`src/rtl/clock_disp_pkg.sv`:
```
// rtl/clock_disp_pkg.sv - shared types and segment constants for the clock display scanner
package clock_disp_pkg;

  localparam int NUM_DIGITS = 6;

  typedef logic [6:0] seg_t;

  // Active-low patterns, bit order {g,f,e,d,c,b,a}
  localparam seg_t SEG_DIGIT [0:9] = '{
    7'h40, 7'h79, 7'h24, 7'h30, 7'h19,
    7'h12, 7'h02, 7'h78, 7'h00, 7'h10
  };
  localparam seg_t SEG_DASH = 7'h3F;
  localparam seg_t SEG_DARK = 7'h7F;

  typedef struct packed {
    logic [5:0] sec;
    logic [5:0] min;
    logic [4:0] hr;
    logic       ampm;
  } time_snap_t;

  function automatic logic [NUM_DIGITS-1:0] digit_enable(input logic [2:0] idx);
    return ~(6'b1 << idx);
  endfunction

endpackage

```
`src/rtl/clock_display_scan_if.sv`:
```
// rtl/clock_display_scan_if.sv - time inputs and display pins of the scanner
interface clock_display_scan_if;
  logic [5:0] sec;
  logic [5:0] min;
  logic [4:0] hr;
  logic       ampm;
  logic       blank;
  logic [6:0] seg;
  logic [5:0] an;
  logic       dp;

  modport master (output sec, min, hr, ampm, blank, input seg, an, dp);
  modport slave  (input sec, min, hr, ampm, blank, output seg, an, dp);
endinterface

```
`src/rtl/seg7_encode.sv`:
```
// rtl/seg7_encode.sv - one digit value to active-low seven-segment pattern
module seg7_encode
  import clock_disp_pkg::*;
(
  input  logic [3:0] value,
  input  logic       dash,
  input  logic       dark,
  output seg_t       seg
);

  always_comb begin
    seg = SEG_DASH;
    if (dark)
      seg = SEG_DARK;
    else if (!dash && value <= 4'd9)
      seg = SEG_DIGIT[value];
  end

endmodule

```
`src/rtl/clock_display_scan.sv`:
```
// rtl/clock_display_scan.sv - 6-digit multiplexed display driver with per-frame time snapshot
module clock_display_scan
  import clock_disp_pkg::*;
#(
  parameter int CLK_DIV = 50000
) (
  input  logic                  clk,
  input  logic                  rst,
  clock_display_scan_if.slave   disp
);

  localparam int PW = (CLK_DIV > 1) ? $clog2(CLK_DIV) : 1;
  localparam logic [PW-1:0] PRE_LAST = PW'(CLK_DIV - 1);

  logic [PW-1:0] prescaler;
  logic [2:0]    digit_idx;
  logic [2:0]    next_idx;
  time_snap_t    snap;
  time_snap_t    next_snap;
  logic          tick;
  logic          frame_wrap;
  logic          blank_q;
  seg_t          seg_q;
  logic [5:0]    an_q;
  logic          dp_q;

  assign tick       = (prescaler == PRE_LAST);
  assign frame_wrap = tick && (digit_idx == 3'd5);
  assign next_idx   = !tick ? digit_idx : (frame_wrap ? 3'd0 : digit_idx + 3'd1);

  // The frame's first digit is drawn from the values captured on the same edge
  always_comb begin
    next_snap = snap;
    if (frame_wrap) begin
      next_snap.sec  = disp.sec;
      next_snap.min  = disp.min;
      next_snap.hr   = disp.hr;
      next_snap.ampm = disp.ampm;
    end
  end

  logic [3:0] sec_tens, sec_ones, min_tens, min_ones, hr_tens, hr_ones;
  logic       sec_bad, min_bad, hr_bad;

  assign sec_tens = 4'(next_snap.sec / 6'd10);
  assign sec_ones = 4'(next_snap.sec % 6'd10);
  assign min_tens = 4'(next_snap.min / 6'd10);
  assign min_ones = 4'(next_snap.min % 6'd10);
  assign hr_tens  = 4'(next_snap.hr / 5'd10);
  assign hr_ones  = 4'(next_snap.hr % 5'd10);
  assign sec_bad  = next_snap.sec > 6'd59;
  assign min_bad  = next_snap.min > 6'd59;
  assign hr_bad   = (next_snap.hr == 5'd0) || (next_snap.hr > 5'd12);

  logic [3:0] sel_value;
  logic       sel_dash;
  logic       sel_dark;
  seg_t       enc_seg;

  always_comb begin
    sel_value = 4'd0;
    sel_dash  = 1'b0;
    sel_dark  = 1'b0;
    case (next_idx)
      3'd0: begin sel_value = sec_ones; sel_dash = sec_bad; end
      3'd1: begin sel_value = sec_tens; sel_dash = sec_bad; end
      3'd2: begin sel_value = min_ones; sel_dash = min_bad; end
      3'd3: begin sel_value = min_tens; sel_dash = min_bad; end
      3'd4: begin sel_value = hr_ones;  sel_dash = hr_bad;  end
      default: begin
        sel_value = hr_tens;
        sel_dash  = hr_bad;
        sel_dark  = !hr_bad && (next_snap.hr < 5'd10);
      end
    endcase
  end

  seg7_encode u_encode (
    .value (sel_value),
    .dash  (sel_dash),
    .dark  (sel_dark),
    .seg   (enc_seg)
  );

  always_ff @(posedge clk or posedge rst) begin
    if (rst) begin
      prescaler <= '0;
      digit_idx <= 3'd5;
      snap      <= '0;
      blank_q   <= 1'b0;
      seg_q     <= SEG_DARK;
      an_q      <= 6'h3F;
      dp_q      <= 1'b1;
    end else begin
      prescaler <= tick ? '0 : prescaler + PW'(1);
      digit_idx <= next_idx;
      snap      <= next_snap;
      blank_q   <= disp.blank;
      if (tick)
        seg_q <= enc_seg;
      // blank_q restores the anode right after a blank release, without waiting for a tick
      if (disp.blank) begin
        an_q <= 6'h3F;
        dp_q <= 1'b1;
      end else if (tick || blank_q) begin
        an_q <= digit_enable(next_idx);
        dp_q <= !((next_idx == 3'd0) && next_snap.ampm);
      end
    end
  end

  assign disp.seg = seg_q;
  assign disp.an  = an_q;
  assign disp.dp  = dp_q;

endmodule

```
`src/flat_wrapper.sv`:
```
// flat-port wrapper written by rule: the top's interface ports become plain ports
module clock_display_scan_flat import clock_disp_pkg::*;
#(
  parameter int CLK_DIV = 50000
)
  (clk, rst, disp_sec, disp_min, disp_hr, disp_ampm, disp_blank, disp_seg, disp_an, disp_dp);
  clock_display_scan_if disp_i ();
  input  logic clk;
  input  logic rst;
  input wire logic [$bits(disp_i.sec)-1:0] disp_sec;
  input wire logic [$bits(disp_i.min)-1:0] disp_min;
  input wire logic [$bits(disp_i.hr)-1:0] disp_hr;
  input wire logic [$bits(disp_i.ampm)-1:0] disp_ampm;
  input wire logic [$bits(disp_i.blank)-1:0] disp_blank;
  output wire logic [$bits(disp_i.seg)-1:0] disp_seg;
  output wire logic [$bits(disp_i.an)-1:0] disp_an;
  output wire logic [$bits(disp_i.dp)-1:0] disp_dp;
  assign disp_i.sec = disp_sec;
  assign disp_i.min = disp_min;
  assign disp_i.hr = disp_hr;
  assign disp_i.ampm = disp_ampm;
  assign disp_i.blank = disp_blank;
  assign disp_seg = disp_i.seg;
  assign disp_an = disp_i.an;
  assign disp_dp = disp_i.dp;
  clock_display_scan #(.CLK_DIV(CLK_DIV)) u_core (.clk(clk), .rst(rst), .disp(disp_i));
endmodule
```
`config.mk`:
```
export PLATFORM = sky130hd
export DESIGN_NAME = clock_display_scan_flat
export DESIGN_NICKNAME = d
export VERILOG_FILES = /design/src/rtl/clock_disp_pkg.sv /design/src/rtl/clock_display_scan_if.sv /design/src/rtl/seg7_encode.sv /design/src/rtl/clock_display_scan.sv /design/src/flat_wrapper.sv
export SDC_FILE = /design/constraint.sdc
export NUM_CORES = 1
export LEC_CHECK = 0
export CAP_MARGIN = 10
export CORE_MARGIN = 2
export CORE_UTILIZATION = 55
export DETAILED_ROUTE_END_ITERATION = 12
export PLACE_DENSITY = 0.87
export SYNTH_ARGS = -nofsm -noshare
export SYNTH_HDL_FRONTEND = slang
export SYNTH_SLANG_ARGS = --single-unit
```
`constraint.sdc`:
```
create_clock -name clk -period 6.28 [get_ports clk]
set_clock_uncertainty 0.1 [all_clocks]
set_input_delay 1.256 -clock clk [delete_from_list [all_inputs] [get_ports clk]]
set_output_delay 1.256 -clock clk [all_outputs]
set_load 0.01 [all_outputs]
```
-- After elaboration in Yosys (flattened, before gate mapping)
Memories as Yosys holds them, arrays and structs flattened.
Index checks and enable logic that the tools add are counted.
- $lt $le $gt $ge: 6
- eq/ne operators: 6
- multiplexer cells: 15
- divide/modulo/power cells: 6
- shift operators: 1
- $add $sub $neg: 2
- bitwise operators: 2
- reductions and logical operators: 15
- operator list (operator ; number):
    two-way mux 7 bit ; 4
    one-hot mux 4 bit (5 select lines) ; 1
    two-way mux 18 bit ; 1
    adder 16 x 1 -> 16 bit, second input constant ; 1
    == test 16 bit, second input constant ; 1
    two-way mux 16 bit ; 1
    divider 6 x 4 -> 6 bit, second input constant ; 2
    > comparator 6 bit, second input constant ; 2
    remainder unit 6 x 4 -> 6 bit, second input constant ; 2
    two-way mux 6 bit ; 2
    == test 3 x 2 -> 1 bit, second input constant ; 2
    == test 3 bit, second input constant ; 2
    two-way mux 3 bit ; 2
    inverter 6 bit ; 1
    left shift 1 x 3 -> 6 bit, first input constant ; 1
    divider 5 x 4 -> 5 bit, second input constant ; 1
    >= comparator 5 bit, second input constant ; 1
    > comparator 5 x 4 -> 1 bit, second input constant ; 1
    zero test 5 bit ; 1
    < comparator 5 x 4 -> 1 bit, second input constant ; 1
    remainder unit 5 x 4 -> 5 bit, second input constant ; 1
    inverter 4 -> 5 bit ; 1
    OR reduction 5 bit ; 1
    less-or-equal comparator 4 bit, second input constant ; 1
    other kinds (10) ; 19
- word-level logic and storage cells: 64
- output and inout port bits: 14
- memories: 1
- input port bits: 21
- bits in read-only memories: 112
- flip-flop bits (word level): 52
- memories (memory ; depth ; bits a word ; read ports ; clocked after memory_dff ; write ports ; line ; text):
    (no name shown) ; 16 ; 7 ; 1 ; 0 ; 0 ; seg7_encode.sv:16 ; seg = SEG_DIGIT[value];

-- Depth between registers and ports, before layout
- word-level depth: 12
- depth in mapped cells: 24
- gate-level depth less buffers: 22

-- By module
A second synthesis with hierarchy kept.
- cell total of the unflattened synthesis: 385
- area, all modules: 3507.1 um^2
- modules (own cells, without submodules) (module ; cells each ; instances ; area an instance (um^2) ; sequential area each (um^2)):
    clock_display_scan ; 356 ; 1 ; 3286.9 ; 1321.3
    seg7_encode ; 29 ; 1 ; 220.2 ; 0.0

-- Least setup slack after synthesis
Ideal clock, no wire load.
- path kind: flip-flop to flip-flop
- start point: reg u_core.prescaler[0]
- end point: reg u_core.seg_q[3] (netlist: u_core.disp.seg[3])
- setup slack: 1.727 ns
- required time: 6.085 ns
- arrival: 4.358 ns
- buffers on the path: 1
- stages on the path, launching flop included: 21
- library setup time: 0.095 ns
- clock period less this slack: 4.553 ns
- cell sequence: dfrtp_1 -> ha_1 -> and3_1 -> buf_2 -> nand4_1 -> nor2_2 -> mux2i_1 -> inv_1 -> a22o_1 -> nor2_1 -> inv_1 -> ha_1 -> a221oi_1 -> a31o_1 -> o311ai_0 -> a21oi_1 -> ha_1 -> nor2_1 -> a21o_1 -> a211oi_2 -> a31oi_1
- RTL lines (what ; line ; text):
    from (decl) ; clock_display_scan.sv:15 ; logic [PW-1:0] prescaler;
    from (signal assigned) ; clock_display_scan.sv:95 ; prescaler <= tick ? '0 : prescaler + PW'(1);
    to (signal assigned) ; clock_display_scan.sv:100 ; seg_q <= enc_seg;
    to (decl) ; clock_display_scan.sv:23 ; seg_t seg_q;

-- Worst setup path after layout
- start point: reg u_core.prescaler[0]
- end point: reg u_core.seg_q[3] (netlist: u_core.disp.seg[3])
- longest elaborated chain between the ends: 12
- elaborated cells on any way between the ends: 39
- those cells by class: 6 x div; 5 x order compare; 5 x eq/ne; 10 x mux; 1 x bitwise; 11 x reduce/logical; 1 x memory
- ends and longest elaborated chain (what ; line ; text):
    == test 16 bit (*) ; clock_display_scan.sv:27 ; assign tick = (prescaler == PRE_LAST);
    branches (longest 11 deep; another with memory read (16 x 7 bit)) ; -- ;
Mark *: on every way between the ends. The select of a mux whose other input is x is not followed.
A chain may end at the register's enable or synchronous reset.

==> metrics.txt <==
status finished, final reports clean; Finished Core Util 0.653; Die Footprint 0.00680 mm²; count leader, synth nor2_1; power share of the clock group 0.318; synth cell count leaders nor2_1 (45), dfrtp_1 (36), inv_1 (27), nand2_1 (27), mux2i_1 (20); Seq cells post-synth 52; combinational share of power 0.133; Ys Warns 0; largest net degree at the start of global routing 53; total grt overflow 0; Design Power 651 µW; Core Area 0.00592 mm²; maximum clock rate 182 MHz; ys flop type dfrtp_1; maxcap violations 0; total internal power 477 µW; largest cells by area after synthesis dfrtp_1 (27%), dfstp_2 (12%), mux2i_1 (5.9%); switching part of the total power 0.268; diode count 0; clock transition at the registers of the reported paths 0.10 ns; RSZ-0062 raised after global routing false; GRT Total Usage 0.247; post-synthesis cell area 0.00338 mm²; count of flip-flops with a built-in enable after synthesis 0; Slew headroom 0.310; Worst Setup End Kind flop; switching power 174 µW; clock root buffer clkbuf_8; Hold Buf Count CTS 0; FP Rows 28; Detail Route Antenna Nets 0; final instance area 0.00386 mm²; worst-margin pin slew 1.03 ns; Period minus WS final 5.50 ns; hold path depth 1; Starting Density 0.572; Initial DRC Count 205; Worst Path Arrival 5.66 ns; Ports 35; critical path class flop to flop; largest area contributor in the netlist dfrtp_1; Netlist cell types 70; area grow syn2layout 14.2%; Syn Area/Cell 9.20 µm²; Pins Over Slew Limit 0; period utilization 0.876; ys async rst share 1.00; hold slack 0.364 ns; vias in the first global route 2,854; gp weighted congestion 0.914; post-DP HPWL 5780 µm; drt drc 0; Vias/cell 5.96; Max Fanout on Critical Path 15; Seq pwr share 0.550; post-route insts no fill 474; Die X 82.4 µm; Post-CTS Setup Bufs 0; I/O Buffers 34; antenna violations before repair 0; IR drop worst, VDD 0.110 mV; Min-Delay Path Class flop to flop; CTS resizes 0; area fraction of the dominant cell type after synthesis 0.266; pwr dens 168 mW/mm²; CP startpoint kind flop; endpoints failing hold 0; Setup WS post-layout 0.778 ns; Num CTS Buffers 5; placed inst area 0.00377 mm²; r2r worst-path depth 20; Worst Path Required 6.43 ns; total iterations of the first detailed-routing run 5; first-pass GRT wire length 12,800 µm; share of cells above drive strength 1 0.118; total negative slack 0 ns; sequential share of the synthesized area 0.390; DP Cell Count 466; # H-tree levels 2; Finish-stage setup viols 0; Leak 1.65 nW; TritonCTS clock tree yes; Worst-Skew Late Latency 0.33 ns; Final nets 431; Die H 82.4 µm; final WL 7680 µm; DR vias 2,826; pre-CTS setup slack 0.802 ns; Synth Instances 368; routed length per instance 16.2 µm; # clock sinks 52; post-synth net total 401; CTS max path bufs 2
[routing by layer]
metal | GRT usage | vias to the layer above | part of all wire
li1 | - | 1384 | -
met1 | 0.297 | 1347 | 0.43
met2 | 0.435 | 78 | 0.50
met3 | 0.0446 | 17 | 0.052
met4 | 0.0967 | 0 | 0.021
met5 | 0 | - | 0
[state kept, by name, summed over array words and instances (netlist names)]
register	flops
u_core.blank_q	1
u_core.digit_idx	3
u_core.disp.an	6
u_core.disp.dp	1
u_core.disp.seg	7
u_core.prescaler	16
u_core.snap	18
[worst paths after layout]
check,start,end,slack [ns]
worst max-delay path,u_core.prescaler[0]$_DFF_PP0_,u_core.disp.seg[3]$_DFFE_PP1N_,0.78
worst max register to register,u_core.prescaler[0]$_DFF_PP0_,u_core.disp.seg[3]$_DFFE_PP1N_,0.78
worst min register to register,u_core.prescaler[0]$_DFF_PP0_,u_core.prescaler[0]$_DFF_PP0_,0.36
min in group asynchronous,rst,u_core.blank_q$_DFF_PP0_,1.39
worst min-delay path,u_core.prescaler[0]$_DFF_PP0_,u_core.prescaler[0]$_DFF_PP0_,0.36
max in group asynchronous,rst,u_core.snap[10]$_DFF_PP0_,4.06
[power by group through the flow]
stage	Combinational [mW]	Sequential [mW]	Clock, mW
after detailed placement	0.0867	0.363	0
after CTS	0.0873	0.358	0.210
final	0.0863	0.358	0.207
after floorplan	0.0433	0.367	0
after global placement	0.0842	0.363	0
after global routing	0.0964	0.359	0.225
[critical path: stages (launching register included)]
cell       delay [ns]
dfrtp_1          0.38
ha_1             0.18
and3_1           0.29
and4_1           0.58
nand2_2          0.40
mux2i_1          0.46
a2bb2oi_2        0.24
nand2_1          0.12
inv_2            0.10
ha_1             0.14
o21ai_1          0.14
and4_1           0.28
or3_1            0.44
o311ai_0         0.40
a21oi_1          0.18
ha_1             0.24
nor2_1           0.14
nor2_1           0.06
nor4_1           0.23
a211oi_2         0.12
a31oi_1          0.21
[logic make-up (layout without fill, tap and decap cells)]
| logic type | count (synthesis) | in the layout | share of synthesized area |
|---|---|---|---|
| adders and majority gates | 12 | 12 | 0.0444 |
| buffers and inverters | 41 | 72 | 0.0492 |
| xor gates and xnor gates | 15 | 15 | 0.0388 |
| muxes | 24 | 24 | 0.0758 |
| and+or+nand+nor | 147 | 147 | 0.225 |
| AOI/OAI and AO/OA | 77 | 77 | 0.176 |
| DFF | 52 | 52 | 0.390 |
[cell usage in the layout (no fill, tap or decap), types with 3 or more instances in the layout]
cell,instances
and2_1,7
ha_1,12
inv_1,26
a21oi_1,18
nor3_1,12
a211oi_2,4
o21ai_1,4
clkbuf_8,5
dfstp_2,16
mux2i_1,20
o21ai_0,4
nor2_1,45
and4_1,3
xnor2_1,6
and3_1,7
clkdlybuf4s50_1,34
nand4_1,4
dfrtp_1,36
a31oi_1,8
nand3_1,14
or3_1,6
inv_2,3
xor2_1,9
nor4_1,5
nand2_1,27
o221ai_1,3
nand2b_1,3
a211oi_1,3
[area by class of cell]
type / count / area [µm²]
sequential: 52 / 1320
tap: 75 / 93.8
clock buffer: 5 / 68.8
clock inverter: 3 / 27.5
inverter: 29 / 109
fill: 468 / 2060
timing repair buffer: 35 / 348
multi-input combinational: 275 / 1900
Note: power is estimated with default switching activity, not from simulation.
